$ cat src/rtl/alu32_pkg.sv
// ---------------------------------------------------------------------------
// alu32_pkg : constants and types shared by the ALU32 units and checker
// Revision  : 1.0
// ---------------------------------------------------------------------------
`default_nettype none

package alu32_pkg;

  localparam int          ALU32_WIDTH = 32;
  localparam logic [31:0] DEF_POLY    = 32'h04C1_1DB7;
  localparam logic [31:0] DEF_SEED    = 32'hFFFF_FFFF;

  typedef enum logic [1:0] {
    ST_IDLE  = 2'd0,
    ST_RUN   = 2'd1,
    ST_CHECK = 2'd2
  } state_e;

endpackage

`default_nettype wire

$ cat src/rtl/misr32.sv
// ---------------------------------------------------------------------------
// misr32 : combinational next-signature step (shift, polynomial feedback, xor)
// Revision : 1.0
// ---------------------------------------------------------------------------
`default_nettype none

module misr32
  import alu32_pkg::*;
#(
  parameter int          WIDTH = ALU32_WIDTH,
  parameter logic [WIDTH-1:0] POLY = DEF_POLY
) (
  input  logic [WIDTH-1:0] sig_i,
  input  logic [WIDTH-1:0] data_i,
  output logic [WIDTH-1:0] next_o
);

  logic [WIDTH-1:0] w_fb;

  assign w_fb   = sig_i[WIDTH-1] ? POLY : '0;
  assign next_o = {sig_i[WIDTH-2:0], 1'b0} ^ w_fb ^ data_i;

endmodule

`default_nettype wire

$ cat config.mk
export PLATFORM = sky130hd
export DESIGN_NAME = misr32
export DESIGN_NICKNAME = d
export VERILOG_FILES = /design/src/rtl/alu32_pkg.sv /design/src/rtl/misr32.sv
export SDC_FILE = /design/constraint.sdc
export NUM_CORES = 1
export LEC_CHECK = 0
export BUFFER_PORTS_ARGS = -buffer_cell sky130_fd_sc_hd__buf_2
export CORE_MARGIN = 5
export CORE_UTILIZATION = 29
export DETAILED_ROUTE_END_ITERATION = 10
export PLACE_DENSITY = 0.9
export SYNTH_ARGS = -nofsm -noshare
export SYNTH_HDL_FRONTEND = slang
export SYNTH_SLANG_ARGS = --single-unit
export TNS_END_PERCENT = 20
$ cat constraint.sdc
create_clock -name vclk -period 1.8
set_input_delay 0.36 -clock vclk [all_inputs]
set_output_delay 0.36 -clock vclk [all_outputs]
set_load 0.02 [all_outputs]
==> metrics.yaml <==
setup_path:
  cp_max_fo: 9
  path_class: "input pin to primary output"
  endpoint_kind: "primary output"
  crit_start: "sig_i[31]"
  cp.arrival_ps: 1240
  cp-start-kind: "input pin"
  worstPathRequired_ps: 1440
  crit_end: "next_o[26]"
synthesis:
  post_synth_main_area_contributors: "xor3_1, xor2_1, xor3_4"
  synth_top_family_by_area: "XOR/XNOR gates"
  synthMuxAreaShare: 0
  synth-compound-area-share: 0
  synthAdderAreaFrac: 0
  synth_common_cells: "xor2_1, xor3_1, xor3_4, buf_6"
  synth_area_per_cell_um2: 15.3
  yosysSeqAreaShare: 0
  synth.top_cell.area_share: 0.376
  synth_xor_area_frac: 0.978
  synth_area_um2: 505
  synth_most_common_cell: "xor2_1"
  syn-instance-count: 33
  yosysUniqueCellTypes: 4
  synth_largest_area_cell: "xor3_1"
  synth_fp_nets: 97
  synth-simple-area-share: 0
  yosys_warnings: 0
detailed_routing:
  viasPerCell: 4.16
  drc: 0
  drt.antenna.violating_nets: 0
  wl_um: 1750
  via_count: 608
  drtIter0Drc: 1
  routedWlPerCell_um: 12.0
  firstDrtPassIters: 3
pwr:
  intPower_mw: 0.211
  p_switching_mw: 0.203
  p_leak_nw: 0.673
  p_sw_frac: 0.491
  p_seq_frac: 0
  p_comb_frac: 1.000
  p_clk_frac: 0
  power_density_mw_per_mm2: 407
  irDropWorstVdd_v: 0.000217
global_route:
  grt_pass1_vias: 633
  track_usage: 0.119
  grt_max_degree: 10
  antenna_found_initial: 0
  grt_pass1_wl_um: 2570
  gr-total-overflow: 0
sta:
  hold_ws_ps: 998
  fin_ws_ps: 199
  layout_min_cycle_time_ps: 1600
  setup_viol: 0
  hold_viol_final: 0
  tightest_slew_ps: 142
  slew-limit-headroom: 0.905
  maxSlewViolCount: 0
  layout_worst_path_cycle_share: 0.889
  rsz0062_at_grt: "no"
  fmax_mhz: 625
  tns_ps: 0
floorplan:
  dieHeight_um: 51.8
  core_area_mm2: 0.00169
  dieWidth_um: 51.8
  initial_core_util: 0.299
  io-pin-count: 96
  rows: 15
  dieArea_mm2: 0.00268
placement:
  dp_slack_ps: 190
  dp.cells: 146
  port_buffers: 96
  gp_congestion: 0.643
  place_hpwl_um: 1700
outcome:
  status: "completed"
finish:
  antenna-diode-count: 0
  layout-drive-gt1-share: 0.791
  seqCellArea_um2: 0
  n_sequential_cell: 0
  fin_nets: 195
  nClkBuffers: 0
  utilization: 0.601
  stdcell_count: 146
  area_growth_pct: 101
clock_tree:
  cts_setup_buffers: 0
  cts_resized: 0
  hold_buffers: 0
run:
  cap_violations: 0
worst_hold_path:
  hp-class: "input pin to primary output"
-- layout by cell type, fill, tap and decap left out --
| cell | netlist | layout |
|---|---|---|
| xor2_1 | 19 | 19 |
| buf_2 | 0 | 96 |
| xor3_4 | 5 | 5 |
| xor3_1 | 8 | 8 |
| buf_12 | 0 | 1 |
-- per-stage QoR --
stage	instance area [um2]	total power, mW
after floorplan	505	0.247
after global routing	1020	0.442
after detailed placement	1020	0.419
final	1020	0.414
after global placement	1020	0.412
after CTS	1020	0.420
-- how the worst min path moves through the flow --
stage | startpoint | to | slack, ps | depth (start not counted)
floorplan | data_i[0] | next_o[0] | 840 | 1
global placement | sig_i[20] | next_o[21] | 1000 | 3
detailed placement | sig_i[24] | next_o[25] | 1000 | 3
CTS | sig_i[24] | next_o[25] | 1000 | 3
global route | sig_i[18] | next_o[19] | 1010 | 3
finish | sig_i[24] | next_o[25] | 1000 | 3
-- power by group through the flow --
| stage | logic (mW) | registers, mW | clock network [mW] |
|---|---|---|---|
| floorplan | 0.247 | 0 | 0 |
| finish | 0.414 | 0 | 0 |
| global route | 0.442 | 0 | 0 |
| CTS | 0.420 | 0 | 0 |
| detailed placement | 0.419 | 0 | 0 |
| global placement | 0.412 | 0 | 0 |
-- cell families after synthesis --
kind of cell              Yosys count
xor gates and xnor gates           32
buffers and inverters               1
-- worst max-delay path, stage by stage --
cell	delay, ps
buf_2	150
buf_12	140
xor3_4	410
buf_2	170
-- final cells by class --
class                      count  area, um2
fill                         154        673
multi-input combinational     32        494
tap                           17       21.3
timing repair buffer          97        500
-- layer usage --
metal  global-route usage  vias up  wire, um
met2                0.242       39      1020
met5                    0        -         0
met1                0.132      266       534
met3               0.0258        0       203
met4                    0        0         0
li1                     -      303         -
(Power assumes the default switching activity.)
